===== config.mk =====
export PLATFORM = sky130hd
export DESIGN_NAME = a_input_streamer
export DESIGN_NICKNAME = d
export VERILOG_FILES = /design/src/rtl/a_input_streamer_pkg.sv /design/src/rtl/a_stream_skid.sv /design/src/rtl/a_input_streamer.sv
export SDC_FILE = /design/constraint.sdc
export NUM_CORES = 1
export LEC_CHECK = 0
export ABC_AREA = 1
export CAP_MARGIN = 20
export CORE_MARGIN = 1.5
export CORE_UTILIZATION = 30
export CTS_CLUSTER_DIAMETER = 100
export DETAILED_ROUTE_END_ITERATION = 8
export PLACE_DENSITY_LB_ADDON = 0.3
export SLEW_MARGIN = 10
export SYNTH_ARGS = -nofsm -noshare
export SYNTH_HDL_FRONTEND = slang
export SYNTH_HIERARCHICAL = 1
export SYNTH_SLANG_ARGS = --single-unit

===== constraint.sdc =====
create_clock -name clk_a_domain -period 3.15 [get_ports clk_a_domain]
set_input_delay 0.4725 -clock clk_a_domain [delete_from_list [all_inputs] [get_ports clk_a_domain]]
set_output_delay 0.4725 -clock clk_a_domain [all_outputs]
set_load 0.01 [all_outputs]

===== src/rtl/a_input_streamer_pkg.sv =====
// ============================================================================
// a_input_streamer_pkg: shared mode encodings, FSM states and config record.
// Revision: 1.0
// ============================================================================
`default_nettype none

package a_input_streamer_pkg;

   localparam int DATA_W_DEFAULT = 66;

   localparam logic [1:0] MODE_TRAIN = 2'd0;
   localparam logic [1:0] MODE_SWEEP = 2'd1;
   localparam logic [1:0] MODE_INF   = 2'd2;

   typedef enum logic [2:0] {
      ST_IDLE   = 3'd0,
      ST_START  = 3'd1,
      ST_STREAM = 3'd2,
      ST_NEXT   = 3'd3,
      ST_DONE   = 3'd4
   } state_e;

   typedef struct packed {
      logic [1:0]  mode;
      logic [15:0] train_epochs;
      logic [15:0] inf_epochs;
   } cfg_t;

endpackage

`default_nettype wire


===== src/rtl/a_stream_skid.sv =====
// ============================================================================
// a_stream_skid: one-entry valid/ready output register feeding the ASIC link.
// Revision: 1.0
// ============================================================================
`default_nettype none

module a_stream_skid
   import a_input_streamer_pkg::*;
#(
   parameter int DATA_W = DATA_W_DEFAULT
) (
   input  logic              clk,
   input  logic              rst,
   input  logic              load_i,
   input  logic [DATA_W-1:0] data_i,
   input  logic              ready_i,
   output logic              accept_o,
   output logic              xfer_o,
   output logic              valid_o,
   output logic [DATA_W-1:0] data_o
);

   logic              valid_q, valid_d;
   logic [DATA_W-1:0] data_q, data_d;
   logic              w_xfer;

   assign w_xfer   = valid_q & ready_i;
   assign accept_o = ~valid_q | ready_i;
   assign xfer_o   = w_xfer;
   assign valid_o  = valid_q;
   assign data_o   = data_q;

   // Data is zeroed when the entry drains so the link reads 0 while idle.
   always_comb begin
      valid_d = valid_q;
      data_d  = data_q;
      if (load_i) begin
         valid_d = 1'b1;
         data_d  = data_i;
      end else if (w_xfer) begin
         valid_d = 1'b0;
         data_d  = '0;
      end
   end

   always_ff @(posedge clk or posedge rst) begin
      if (rst) begin
         valid_q <= 1'b0;
         data_q  <= '0;
      end else begin
         valid_q <= valid_d;
         data_q  <= data_d;
      end
   end

endmodule

`default_nettype wire


===== src/rtl/a_input_streamer.sv =====
// ============================================================================
// a_input_streamer: sequences training/inference epochs and streams FIFO words.
// Revision: 1.0
// ============================================================================
`default_nettype none

module a_input_streamer
   import a_input_streamer_pkg::*;
#(
   parameter int DATA_W          = DATA_W_DEFAULT,
   parameter int ASIC_RST_CYCLES = 16
) (
   input  logic              clk_a_domain,
   input  logic              reset,
   input  logic              cfg_valid,
   input  logic [1:0]        cfg_asic_mode,
   input  logic [15:0]       cfg_training_epochs,
   input  logic [15:0]       cfg_inference_epochs,
   output logic              fifo_d2a_data_rd_en,
   input  logic [DATA_W-1:0] fifo_d2a_data_dout,
   input  logic              fifo_d2a_data_empty,
   input  logic              fifo_d2a_data_valid,
   output logic              reset_n_from_fpga_to_asic,
   output logic              input_streaming_valid_from_fpga_to_asic,
   output logic [DATA_W-1:0] input_streaming_data_from_fpga_to_asic,
   input  logic              input_streaming_ready_from_asic_to_fpga,
   output logic              start_training_signal_from_fpga_to_asic,
   output logic              start_inference_signal_from_fpga_to_asic,
   input  logic              start_ready_from_asic_to_fpga,
   input  logic              inferenced_label_from_asic_to_fpga,
   output logic              busy,
   output logic              run_done,
   output logic              inf_label_valid,
   output logic              inf_label
);

   localparam int RST_CNT_W = (ASIC_RST_CYCLES > 2) ? $clog2(ASIC_RST_CYCLES) : 1;
   localparam logic [RST_CNT_W-1:0] c_RST_LAST =
      RST_CNT_W'((ASIC_RST_CYCLES > 0) ? ASIC_RST_CYCLES - 1 : 0);

   state_e              state_q, state_d;
   cfg_t                cfg_q, cfg_d;
   logic [15:0]         train_cnt_q, train_cnt_d;
   logic [15:0]         inf_cnt_q, inf_cnt_d;
   logic                is_inf_q, is_inf_d;
   logic                eoe_loaded_q, eoe_loaded_d;
   logic                start_train_q, start_train_d;
   logic                start_inf_q, start_inf_d;
   logic                busy_q, busy_d;
   logic                run_done_q, run_done_d;
   logic                inf_label_valid_q, inf_label_valid_d;
   logic                inf_label_q, inf_label_d;
   logic                label_q;
   logic [RST_CNT_W-1:0] rst_cnt_q;
   logic                asic_rstn_q;

   logic                w_rd_en;
   logic                w_accept;
   logic                w_xfer;
   logic                w_eoe_xfer;
   logic                w_skid_valid;
   logic [DATA_W-1:0]   w_skid_data;

   // ASIC reset hold-off; configuration is refused until the ASIC is out of reset.
   always_ff @(posedge clk_a_domain or posedge reset) begin
      if (reset) begin
         rst_cnt_q   <= '0;
         asic_rstn_q <= 1'b0;
      end else if (!asic_rstn_q) begin
         if (rst_cnt_q == c_RST_LAST) begin
            asic_rstn_q <= 1'b1;
         end else begin
            rst_cnt_q <= rst_cnt_q + RST_CNT_W'(1);
         end
      end
   end

   // Once the end-of-epoch word is buffered, popping stops until the next epoch.
   assign w_rd_en = (state_q == ST_STREAM) && !eoe_loaded_q && fifo_d2a_data_valid &&
                    !fifo_d2a_data_empty && w_accept;
   assign w_eoe_xfer = (state_q == ST_STREAM) && w_xfer && w_skid_data[DATA_W-1];

   a_stream_skid #(
      .DATA_W (DATA_W)
   ) u_skid (
      .clk      (clk_a_domain),
      .rst      (reset),
      .load_i   (w_rd_en),
      .data_i   (fifo_d2a_data_dout),
      .ready_i  (input_streaming_ready_from_asic_to_fpga),
      .accept_o (w_accept),
      .xfer_o   (w_xfer),
      .valid_o  (w_skid_valid),
      .data_o   (w_skid_data)
   );

   always_comb begin
      state_d           = state_q;
      cfg_d             = cfg_q;
      train_cnt_d       = train_cnt_q;
      inf_cnt_d         = inf_cnt_q;
      is_inf_d          = is_inf_q;
      eoe_loaded_d      = eoe_loaded_q;
      inf_label_valid_d = 1'b0;
      inf_label_d       = inf_label_q;

      case (state_q)
         ST_IDLE: begin
            if (cfg_valid && asic_rstn_q) begin
               cfg_d.mode         = cfg_asic_mode;
               cfg_d.train_epochs = cfg_training_epochs;
               cfg_d.inf_epochs   = cfg_inference_epochs;
               train_cnt_d        = 16'd0;
               inf_cnt_d          = 16'd0;
               state_d            = ST_NEXT;
            end
         end
         ST_NEXT: begin
            eoe_loaded_d = 1'b0;
            state_d      = ST_DONE;
            case (cfg_q.mode)
               MODE_TRAIN: begin
                  if (train_cnt_q < cfg_q.train_epochs) begin
                     is_inf_d = 1'b0;
                     state_d  = ST_START;
                  end
               end
               MODE_INF: begin
                  if (inf_cnt_q < cfg_q.inf_epochs) begin
                     is_inf_d = 1'b1;
                     state_d  = ST_START;
                  end
               end
               MODE_SWEEP: begin
                  // Equal counts mean the pair is complete: begin another training epoch.
                  if (train_cnt_q != inf_cnt_q) begin
                     is_inf_d = 1'b1;
                     state_d  = ST_START;
                  end else if (train_cnt_q < cfg_q.train_epochs) begin
                     is_inf_d = 1'b0;
                     state_d  = ST_START;
                  end
               end
               default: state_d = ST_DONE;
            endcase
         end
         ST_START: begin
            if (start_ready_from_asic_to_fpga) begin
               state_d = ST_STREAM;
            end
         end
         ST_STREAM: begin
            if (w_rd_en && fifo_d2a_data_dout[DATA_W-1]) begin
               eoe_loaded_d = 1'b1;
            end
            if (w_eoe_xfer) begin
               if (is_inf_q) begin
                  inf_cnt_d         = inf_cnt_q + 16'd1;
                  inf_label_valid_d = 1'b1;
                  inf_label_d       = label_q;
               end else begin
                  train_cnt_d = train_cnt_q + 16'd1;
               end
               state_d = ST_NEXT;
            end
         end
         ST_DONE: state_d = ST_IDLE;
         default: state_d = ST_IDLE;
      endcase

      start_train_d = (state_d == ST_START) && !is_inf_d;
      start_inf_d   = (state_d == ST_START) && is_inf_d;
      busy_d        = (state_d != ST_IDLE);
      run_done_d    = (state_d == ST_DONE);
   end

   always_ff @(posedge clk_a_domain or posedge reset) begin
      if (reset) begin
         state_q           <= ST_IDLE;
         cfg_q             <= '0;
         train_cnt_q       <= 16'd0;
         inf_cnt_q         <= 16'd0;
         is_inf_q          <= 1'b0;
         eoe_loaded_q      <= 1'b0;
         start_train_q     <= 1'b0;
         start_inf_q       <= 1'b0;
         busy_q            <= 1'b0;
         run_done_q        <= 1'b0;
         inf_label_valid_q <= 1'b0;
         inf_label_q       <= 1'b0;
         label_q           <= 1'b0;
      end else begin
         state_q           <= state_d;
         cfg_q             <= cfg_d;
         train_cnt_q       <= train_cnt_d;
         inf_cnt_q         <= inf_cnt_d;
         is_inf_q          <= is_inf_d;
         eoe_loaded_q      <= eoe_loaded_d;
         start_train_q     <= start_train_d;
         start_inf_q       <= start_inf_d;
         busy_q            <= busy_d;
         run_done_q        <= run_done_d;
         inf_label_valid_q <= inf_label_valid_d;
         inf_label_q       <= inf_label_d;
         label_q           <= inferenced_label_from_asic_to_fpga;
      end
   end

   assign fifo_d2a_data_rd_en                      = w_rd_en;
   assign reset_n_from_fpga_to_asic                = asic_rstn_q;
   assign input_streaming_valid_from_fpga_to_asic  = w_skid_valid;
   assign input_streaming_data_from_fpga_to_asic   = w_skid_data;
   assign start_training_signal_from_fpga_to_asic  = start_train_q;
   assign start_inference_signal_from_fpga_to_asic = start_inf_q;
   assign busy                                     = busy_q;
   assign run_done                                 = run_done_q;
   assign inf_label_valid                          = inf_label_valid_q;
   assign inf_label                                = inf_label_q;

endmodule

`default_nettype wire

==> reports/metrics.cfg, run 1 <==
[finish]
area_growth_pct=36.82
final_nets=1205
drive_gt1_frac=0.06314
final_cells=1402

[timing]
period_share=0.8428
finalHoldViolCount=0
relSlewSlack=0.5218
finalSetupTns_ns=0
worstMarginPinSlew_ns=0.7174
fin_crit_ns=2.655
setup_viol=0
hold_slack_ns=0.4654
clock_skew_ns=0.01325
fin_ws_ns=0.4952
grt_setup_unrepaired=no
max_freq_mhz=376.7
finalMaxSlewViolations=0

[clock_tree]
htreeDepth=4
clkLatencyLatePin_ns=0.43
clock-sinks=150
cts_hold_buffers=0
cts_buffer_depth=2
cts_root_buffer=clkbuf_16
postCtsSetupBuffers=0
cts_made_buffers=17
clk_pin_slew_ns=0.06
cts_tree=built
cts_resized=0

[global_routing]
grt-ovfl-total=0
grt_pass1_wl_um=33840
antenna_found_initial=1
grt_pass1_vias=6483
grt_usage=0.1661
grt_max_degree=67

[synth]
ys_seq_elements=150
syn_avg_cell_area_sq_um=8.356
synth_top_cell_area_share=0.5064
synth_area_leaders=dfrtp_1 (51%), nand2_1 (14%), nand3_1 (6.0%), ha_1 (5.6%), inv_1 (4.5%)
synth_edf_count=0
yosysSeqAreaShare=0.5064
syn-instance-count=887
synth_nets=1028
synth_cell_types=36
asyncSetResetFlopFracSynth=1.000
yosysTopAreaCell=dfrtp_1
syn_area_sq_mm=0.007412
ys_warn_count=6
synth_flop_cell=dfrtp_1

[routing]
vias=6419
drt_wl_total_um=20470
wl_per_cell_um=14.60
drc=0
ant_nets=0
via_per_inst=4.578
drt_iter0_markers=320
first_pass_iters=4

[setup_path]
r2r_end=start_training_signal_from_fpga_to_asic$_DFF_PP0_
path_cells=nor3_4 > nand3_1 > nor3_2 > clkdlybuf4s50_1
cp-start-kind=flip-flop
crit_start=state_q[2]$_DFF_PP0_
path_max_fanout=5
timing.critical_path.buf_inv=1
rr_worst_depth=12
cpLargestDelayFamily=simple AND/OR/NAND/NOR gates
slowest_stage=clkdlybuf4s50_1
critPathKind=reg -> out
timing.critical_path.required_ns=2.68
cpPeakStageDelay_ns=0.64
rrSetupSlack_ns=1.05
arrival_ns=2.18
rr_startpoint=inf_cnt_q[13]$_DFFE_PP0P_
end_kind=output pin

[placement]
dp_hpwl_um=14770
routabilityCongestion=0.8457
post-place-ws_ns=0.5593
dp.cells=1369
portBuffers=182

[min_path]
min_path_type=in -> async

[die]
die_h_um=160.2
die_w_um=160.2
initial_utilization=0.3057
io_pins=183
dieArea_sq_mm=0.02566
rows=57
core_sq_mm=0.02425

[power]
p_leak_nw=4.821
powerDensity_mw_per_mm2=824.2
ir_drop_v=0.0004443
total_power_mw=8.358

[run_status]
status=complete, no violations

[run]
drv_cap=0

[synthesized netlist by cell type (2+ instances only)]
cell type	number
nand2_1	281
dfrtp_1	150
nand3_1	89
inv_1	88
o21ai_0	51
nor2_1	45
ha_1	33
a21oi_1	29
nor3_1	19
nand4_1	15
buf_4	8
buf_6	8
buf_2	7
clkbuf_1	7
xnor2_1	7
xor2_1	7
nor4_1	5
buf_1	4
or2_2	4
inv_2	3
o21a_1	3
o21ai_1	3
o31ai_1	3
nand2_2	2
nand3_2	2
nor3_2	2
nor3_4	2
nor3b_1	2
[logic make-up after synthesis]
logic type | Yosys count | synth area share
xor gates and xnor gates | 14 | 0.01654
muxes | 1 | 0.001519
DFF | 150 | 0.5064
and+or+nand+nor | 472 | 0.2782
adders and majority gates | 33 | 0.05571
buffers and inverters | 126 | 0.07731
AOI/OAI and AO/OA | 91 | 0.06431
[flip-flops by register name (all words and copies together), names as in the netlist, 3 cells and up]
register and count:
train_cnt_q 16, cfg_q 34, rst_cnt_q 4, state_q 3, inf_cnt_q 16, u_skid/data_o 66
[cells in the final DEF, fill, tap and decap left out, drive strengths merged, types with 2 or more instances in the layout]
master	synthesis	final
nand2	283	283
clkdlybuf4s50	0	182
dfrtp	150	150
inv	91	101
nand3	91	91
o21ai	55	55
nor2	46	46
ha	33	33
a21oi	29	29
nor3	23	23
clkbuf	8	18
nand4	17	17
buf	27	11
xor2	7	7
xnor2	7	7
nor4	5	5
or2	4	4
o21a	3	3
o31ai	3	3
nor3b	2	2
clkinv	0	2
[layout make-up]
cell class	count	area (sq um)
fill	2477	14110
clock inverter	14	150.1
inverter	91	342.8
timing repair buffer	193	1954
sequential	150	3754
clock buffer	18	439.2
tap	324	405.4
antenna	1	2.502
multi-input combinational	611	3093
[routing by layer]
metal / global-route usage / part of all wire / vias to the layer above
li1: - / - / 3222
met5: 0 / 0 / -
met3: 0.07429 / 0.093 / 16
met2: 0.2676 / 0.47 / 191
met1: 0.2012 / 0.43 / 2990
met4: 0.04503 / 0.012 / 0
[stage by stage]
| step | cell area, sq um | util |
|---|---|---|
| floorplan | 7412 | - |
| CTS | 10140 | 0.4181 |
| finish | 10140 | 0.4182 |
| global route | 10140 | 0.4181 |
| global placement | 9549 | 0.3938 |
| detailed placement | 9549 | 0.3938 |
[power breakdown]
| part | internal [mW] | switching (mW) | total, mW |
|---|---|---|---|
| combinational | 1.54 | 1.70 | 3.24 |
| sequential | 2.65 | 0.399 | 3.05 |
| clock | 1.15 | 0.919 | 2.07 |
[how the worst max path moves through the flow]
stage,end,slack (ns),depth (start not counted)
floorplan,busy$_DFF_PP0_,0.54,1
global placement,fifo_d2a_data_rd_en,0.57,5
detailed placement,fifo_d2a_data_rd_en,0.56,5
CTS,fifo_d2a_data_rd_en,0.44,4
global route,fifo_d2a_data_rd_en,0.36,4
finish,fifo_d2a_data_rd_en,0.50,4
Power figures use the tool's default switching activity.
==> run 2: changes to the inputs <==
- clock period: 3.15 -> 2.4 ns (I/O delays scaled with it)
==> reports/metrics.cfg, run 2 (same netlist as run 1, synthesis figures left out) <==
[die]
core_sq_mm=0.02425  ; unchanged
initial_utilization=0.3057  ; unchanged
dieArea_sq_mm=0.02566  ; unchanged
rows=57  ; unchanged
die_w_um=160.2  ; unchanged
io_pins=183  ; unchanged
die_h_um=160.2  ; unchanged

[setup_path]
end_kind=output pin  ; unchanged
rr_startpoint=state_q[1]$_DFF_PP0_  ; was inf_cnt_q[13]$_DFFE_PP0P_
r2r_end=inf_cnt_q[2]$_DFFE_PP0P_  ; was start_training_signal_from_fpga_to_asic$_DFF_PP0_
cp-start-kind=flip-flop  ; unchanged
path_max_fanout=4  ; was 5
critPathKind=reg -> out  ; unchanged
arrival_ns=1.82  ; was 2.18 ns
crit_start=state_q[1]$_DFF_PP0_  ; was state_q[2]$_DFF_PP0_
timing.critical_path.required_ns=2.04  ; was 2.68 ns
rrSetupSlack_ns=0.34  ; was 1.05 ns
crit_end=fifo_d2a_data_rd_en  ; unchanged
rr_worst_depth=10  ; was 12

[routing]
ant_nets=0  ; unchanged
drc=0  ; unchanged
first_pass_iters=4  ; unchanged
wl_per_cell_um=14.62  ; was 14.60 um
via_per_inst=4.582  ; was 4.578
drt_wl_total_um=20680  ; was 20470 um
vias=6484  ; was 6419
drt_iter0_markers=341  ; was 320

[clock_tree]
htreeDepth=4  ; unchanged
cts_made_buffers=17  ; unchanged
postCtsSetupBuffers=0  ; unchanged
clkLatencyLatePin_ns=0.43  ; about the same
cts_root_buffer=clkbuf_16  ; unchanged
clock-sinks=150  ; unchanged
cts_hold_buffers=0  ; unchanged
cts_buffer_depth=2  ; unchanged
clk_pin_slew_ns=0.07  ; was 0.06 ns
cts_tree=built  ; unchanged

[timing]
grt_setup_unrepaired=no  ; unchanged
clock_skew_ns=0.01483  ; was 0.01325 ns
relSlewSlack=0.5125  ; was 0.5218
fin_ws_ns=0.2222  ; was 0.4952 ns
worstMarginPinSlew_ns=0.7312  ; was 0.7174 ns
finalHoldViolCount=0  ; unchanged
setup_viol=0  ; unchanged
finalMaxSlewViolations=0  ; unchanged
max_freq_mhz=459.2
period_share=0.9074
finalSetupTns_ns=0  ; unchanged
fin_crit_ns=2.178

[global_routing]
grt_pass1_wl_um=35070  ; was 33840 um
grt-ovfl-total=0  ; unchanged
grt_pass1_vias=6785  ; was 6483
grt_usage=0.1717  ; was 0.1661
grt_max_degree=84  ; was 67
antenna_found_initial=1  ; unchanged

[power]
p_leak_nw=4.888  ; was 4.821 nW
ir_drop_v=0.0005379  ; was 0.0004443 V
powerDensity_mw_per_mm2=1072  ; was 824.2 mW/mm^2

[finish]
mostFrequentLayoutCell=nand2_1  ; unchanged
layout_common_cells=nand2_1 (280), clkdlybuf4s50_1 (181), dfrtp_1 (150)  ; was nand2_1 (280), clkdlybuf4s50_1 (182), dfrtp_1 (150)
area_growth_pct=38.20  ; was 36.82%
drive_gt1_frac=0.07431  ; was 0.06314
final_nets=1218  ; was 1205
final_cells=1415  ; was 1402
largest_register_ffs=66  ; unchanged

[placement]
dp.cells=1382  ; was 1369
routabilityCongestion=0.8424  ; was 0.8457
post-place-ws_ns=0.1868  ; was 0.5593 ns
dp_hpwl_um=14970  ; was 14770 um
portBuffers=182  ; unchanged

[run_status]
status=complete, no violations  ; unchanged

[run]
drv_cap=0  ; unchanged

[min_path]
min_path_type=in -> async  ; unchanged

[run 2: cell count changes in the layout (fill, tap and decap cells not counted), sizes merged]
cell / delta
inv: -5
buf: +13
clkinv: +4
clkdlybuf4s50: -1
clkinvlp: +1
dlygate4sd2: +1
[run 2: area by class of cell]
cell class	instances	area, sq um
tap	324	405.4
antenna	1	2.502
fill	2497	14000
inverter	91	345.3
clock inverter	14	141.4
clock buffer	18	439.2
timing repair buffer	206	2063
sequential	150	3754
multi-input combinational	611	3093
[run 2: worst max-delay path, stage by stage, from the launching register on]
cell           delay (ns)
dfrtp_1              0.39
inv_1                0.10
nor3_4               0.29
nand3_1              0.13
nor3_2               0.15
dlygate4sd2_1        0.33
[run 2: through the flow]
stage / total power, mW / util / area (sq um) / hold WS, ns
after floorplan: 6.253 / - / 7416 / 0.3914
after global placement: 8.346 / 0.3985 / 9662 / 0.4575
after detailed placement: 8.411 / 0.3985 / 9662 / 0.4677
after CTS: 11.18 / 0.4223 / 10240 / 0.3021
after global routing: 11.89 / 0.4223 / 10240 / 0.3356
final: 10.98 / 0.4224 / 10240 / 0.3087
[run 2: power breakdown]
group          switching, mW  leakage, nW  internal [mW]
sequential             0.518         1.94           3.48
combinational           2.24         2.67           2.08
clock                   1.18        0.284           1.49
[run 2: routing by layer]
| layer | GRT usage | up-vias | wire [um] |
|---|---|---|---|
| met3 | 0.07377 | 26 | 2142 |
| met4 | 0.05947 | 0 | 419 |
| li1 | - | 3240 | - |
| met1 | 0.2057 | 3014 | 8724 |
| met5 | 0 | - | 0 |
| met2 | 0.2755 | 204 | 9397 |
[run 2: how the worst min path moves through the flow]
| stage | startpoint | to | slack, ns |
|---|---|---|---|
| 6_report | reset | u_skid/data_o[4]$_DFFE_PP0P_ | 0.31 |
| 5_1_grt | reset | u_skid/data_o[8]$_DFFE_PP0P_ | 0.34 |
| 4_1_cts | reset | u_skid/data_o[4]$_DFFE_PP0P_ | 0.30 |
| 3_5_place_dp | label_q$_DFF_PP0_ | inf_label$_DFFE_PP0P_ | 0.47 |
| 3_3_place_gp | label_q$_DFF_PP0_ | inf_label$_DFFE_PP0P_ | 0.46 |
| 2_1_floorplan | inferenced_label_from_asic_to_fpga | label_q$_DFF_PP0_ | 0.39 |
[run 2: repair_timing]
| action | CTS | global route |
|---|---|---|
| endpoints found under the hold margin | 0 | 0 |
| gates resized for setup | 1 | 0 |
| endpoints found under the setup margin | 1 | 0 |
==> run 3: changes to the inputs <==
- CELL_PAD_IN_SITES_DETAIL_PLACEMENT: default -> 1
- CELL_PAD_IN_SITES_GLOBAL_PLACEMENT: default -> 1
==> reports/metrics.cfg, run 3 (same netlist as run 1, synthesis figures left out) <==
[run_status]
status=complete, no violations  ; unchanged

[die]
io_pins=183  ; unchanged
rows=57  ; unchanged
die_w_um=160.2  ; unchanged
initial_utilization=0.3057  ; unchanged
core_sq_mm=0.02425  ; unchanged
die_h_um=160.2  ; unchanged
dieArea_sq_mm=0.02566  ; unchanged

[routing]
ant_nets=0  ; unchanged
vias=6569  ; was 6484
drt_wl_total_um=22620  ; was 20680 um
drt_iter0_markers=346  ; was 341
first_pass_iters=4  ; unchanged
drc=0  ; unchanged
wl_per_cell_um=16.00  ; was 14.62 um
via_per_inst=4.646  ; was 4.582

[timing]
finalSetupTns_ns=0  ; unchanged
relSlewSlack=0.5113  ; was 0.5125
grt_setup_unrepaired=no  ; unchanged
worstMarginPinSlew_ns=0.7331  ; was 0.7312 ns
finalHoldViolCount=0  ; unchanged
max_freq_mhz=473.8  ; was 459.2 MHz
fin_crit_ns=2.111  ; was 2.178 ns
period_share=0.8795  ; was 0.9074
setup_viol=0  ; unchanged
hold_slack_ns=0.3578  ; was 0.3087 ns
finalMaxSlewViolations=0  ; unchanged
clock_skew_ns=0.01467  ; was 0.01483 ns

[run]
drv_cap=0  ; unchanged

[setup_path]
path_max_fanout=3  ; was 4
timing.critical_path.required_ns=2.04  ; about the same
path_cells=inv_1 > nor3_4 > nand3_1 > nor3_2 > dlygate4sd2_1  ; unchanged
end_kind=output pin  ; unchanged
critPathKind=reg -> out  ; unchanged
cpLargestDelayFamily=simple AND/OR/NAND/NOR gates  ; unchanged
slowest_stage=dfrtp_1  ; unchanged
cp-start-kind=flip-flop  ; unchanged
cpPeakStageDelay_ns=0.36  ; was 0.39 ns
arrival_ns=1.75  ; was 1.82 ns
timing.critical_path.buf_inv=2  ; unchanged

[clock_tree]
clk_pin_slew_ns=0.08  ; was 0.07 ns
clock-sinks=150  ; unchanged
cts_tree=built  ; unchanged
htreeDepth=4  ; unchanged
cts_root_buffer=clkbuf_16  ; unchanged
cts_buffer_depth=2  ; unchanged
clkLatencyLatePin_ns=0.44  ; was 0.43 ns
cts_made_buffers=17  ; unchanged

[global_routing]
grt_max_degree=84  ; unchanged
grt_pass1_wl_um=37380  ; was 35070 um
grt_pass1_vias=7029  ; was 6785
grt_usage=0.1856  ; was 0.1717
grt-ovfl-total=0  ; unchanged
antenna_found_initial=1  ; unchanged

[placement]
portBuffers=182  ; unchanged
placed_area_sq_mm=0.009674  ; was 0.009662 sq mm
dp_hpwl_um=16300  ; was 14970 um
routabilityCongestion=0.7987  ; was 0.8424

[power]
powerDensity_mw_per_mm2=1093  ; was 1072 mW/mm^2
p_leak_nw=4.913  ; was 4.888 nW
ir_drop_v=0.0004989  ; was 0.0005379 V
total_power_mw=11.24  ; was 10.98 mW

[finish]
largest_register_ffs=66  ; unchanged
area_growth_pct=38.84  ; was 38.20%
antenna_cells=0  ; was 1
drive_gt1_frac=0.07431  ; unchanged
stdcell_area_sq_mm=0.01029  ; was 0.01024 sq mm
fill_cells=2873  ; was 2497
final_util=0.4244  ; was 0.4224
mostFrequentLayoutCell=nand2_1  ; unchanged
layout_common_cells=nand2_1 (280), clkdlybuf4s50_1 (181), dfrtp_1 (150)  ; unchanged
regArea_sq_mm=0.003754  ; unchanged
multi_input_area_sq_mm=0.003100  ; was 0.003093 sq mm
final_nets=1219  ; was 1218

[min_path]
min_path_type=in -> async  ; unchanged

[run 3: cell types whose count changed in the layout (fill, tap and decap cells not counted), sizes merged]
cell,before,now
bufinv,1,2
clkinvlp,2,1
clkbuf,18,17
diode,1,0
clkinv,6,1
buf,24,25
inv,96,101
[run 3: worst reg2reg max path: cells and delay by family, from the launching register on]
family	cells	cell delay, ns
AO/OA/AOI/OAI	2	0.39
flip-flops	1	0.36
buffers and inverters	5	0.67
AND/OR/NAND/NOR	4	0.52
[run 3: final timing paths]
check	start	endpoint	slack (ns)	cells past startpoint
setup / recovery	state_q[1]$_DFF_PP0_	fifo_d2a_data_rd_en	0.29	5
hold / removal	reset	u_skid/data_o[15]$_DFFE_PP0P_	0.36	2
setup reg to reg	state_q[1]$_DFF_PP0_	inf_cnt_q[9]$_DFFE_PP0P_	0.33	11
hold reg to reg	rst_cnt_q[3]$_DFFE_PP0P_	rst_cnt_q[3]$_DFFE_PP0P_	0.48	1
max in group asynchronous	reset	u_skid/data_o[53]$_DFFE_PP0P_	1.50	3
min in group clk_a_domain	inferenced_label_from_asic_to_fpga	label_q$_DFF_PP0_	0.38	1
[run 3: through the flow]
| step | instances | setup slack, ns |
|---|---|---|
| floorplan | 887 | 0.3524 |
| global placement | 1382 | 0.1554 |
| detailed placement | 1382 | 0.1594 |
| CTS | 1414 | 0.1907 |
| global route | 1414 | 0.06989 |
| finish | 1414 | 0.2893 |
[run 3: area by class of cell]
type | instances | area share
clock buffers | 17 | 0.04134
multi-input cells | 611 | 0.3013
repair buffers | 207 | 0.2024
clock inverters | 14 | 0.01726
well taps | 324 | 0.03939
flip-flops and latches | 150 | 0.3647
inverters | 91 | 0.03356
[run 3: metal layers]
layer | global-route usage | part of all wire | vias to the layer above
li1 | - | - | 3232
met1 | 0.2207 | 0.42 | 3149
met2 | 0.3081 | 0.47 | 166
met3 | 0.08052 | 0.092 | 20
met4 | 0.04503 | 0.011 | 2
met5 | 0 | 0.00053 | -
[run 3: timing repair]
action                     in CTS  in global routing
gates cloned                    0                  0
buffers inserted                1                  0
setup endpoints to repair       1                  2
resized for setup               1                  1
pin swaps                       1                  0
hold buffers                    0                  0
[run 3: report_power, final]
| group | switching [mW] | leakage (nW) | internal, mW | total (mW) |
|---|---|---|---|---|
| combinational | 2.34 | 2.68 | 2.06 | 4.41 |
| clock | 1.24 | 0.299 | 1.58 | 2.83 |
| sequential | 0.530 | 1.94 | 3.48 | 4.01 |
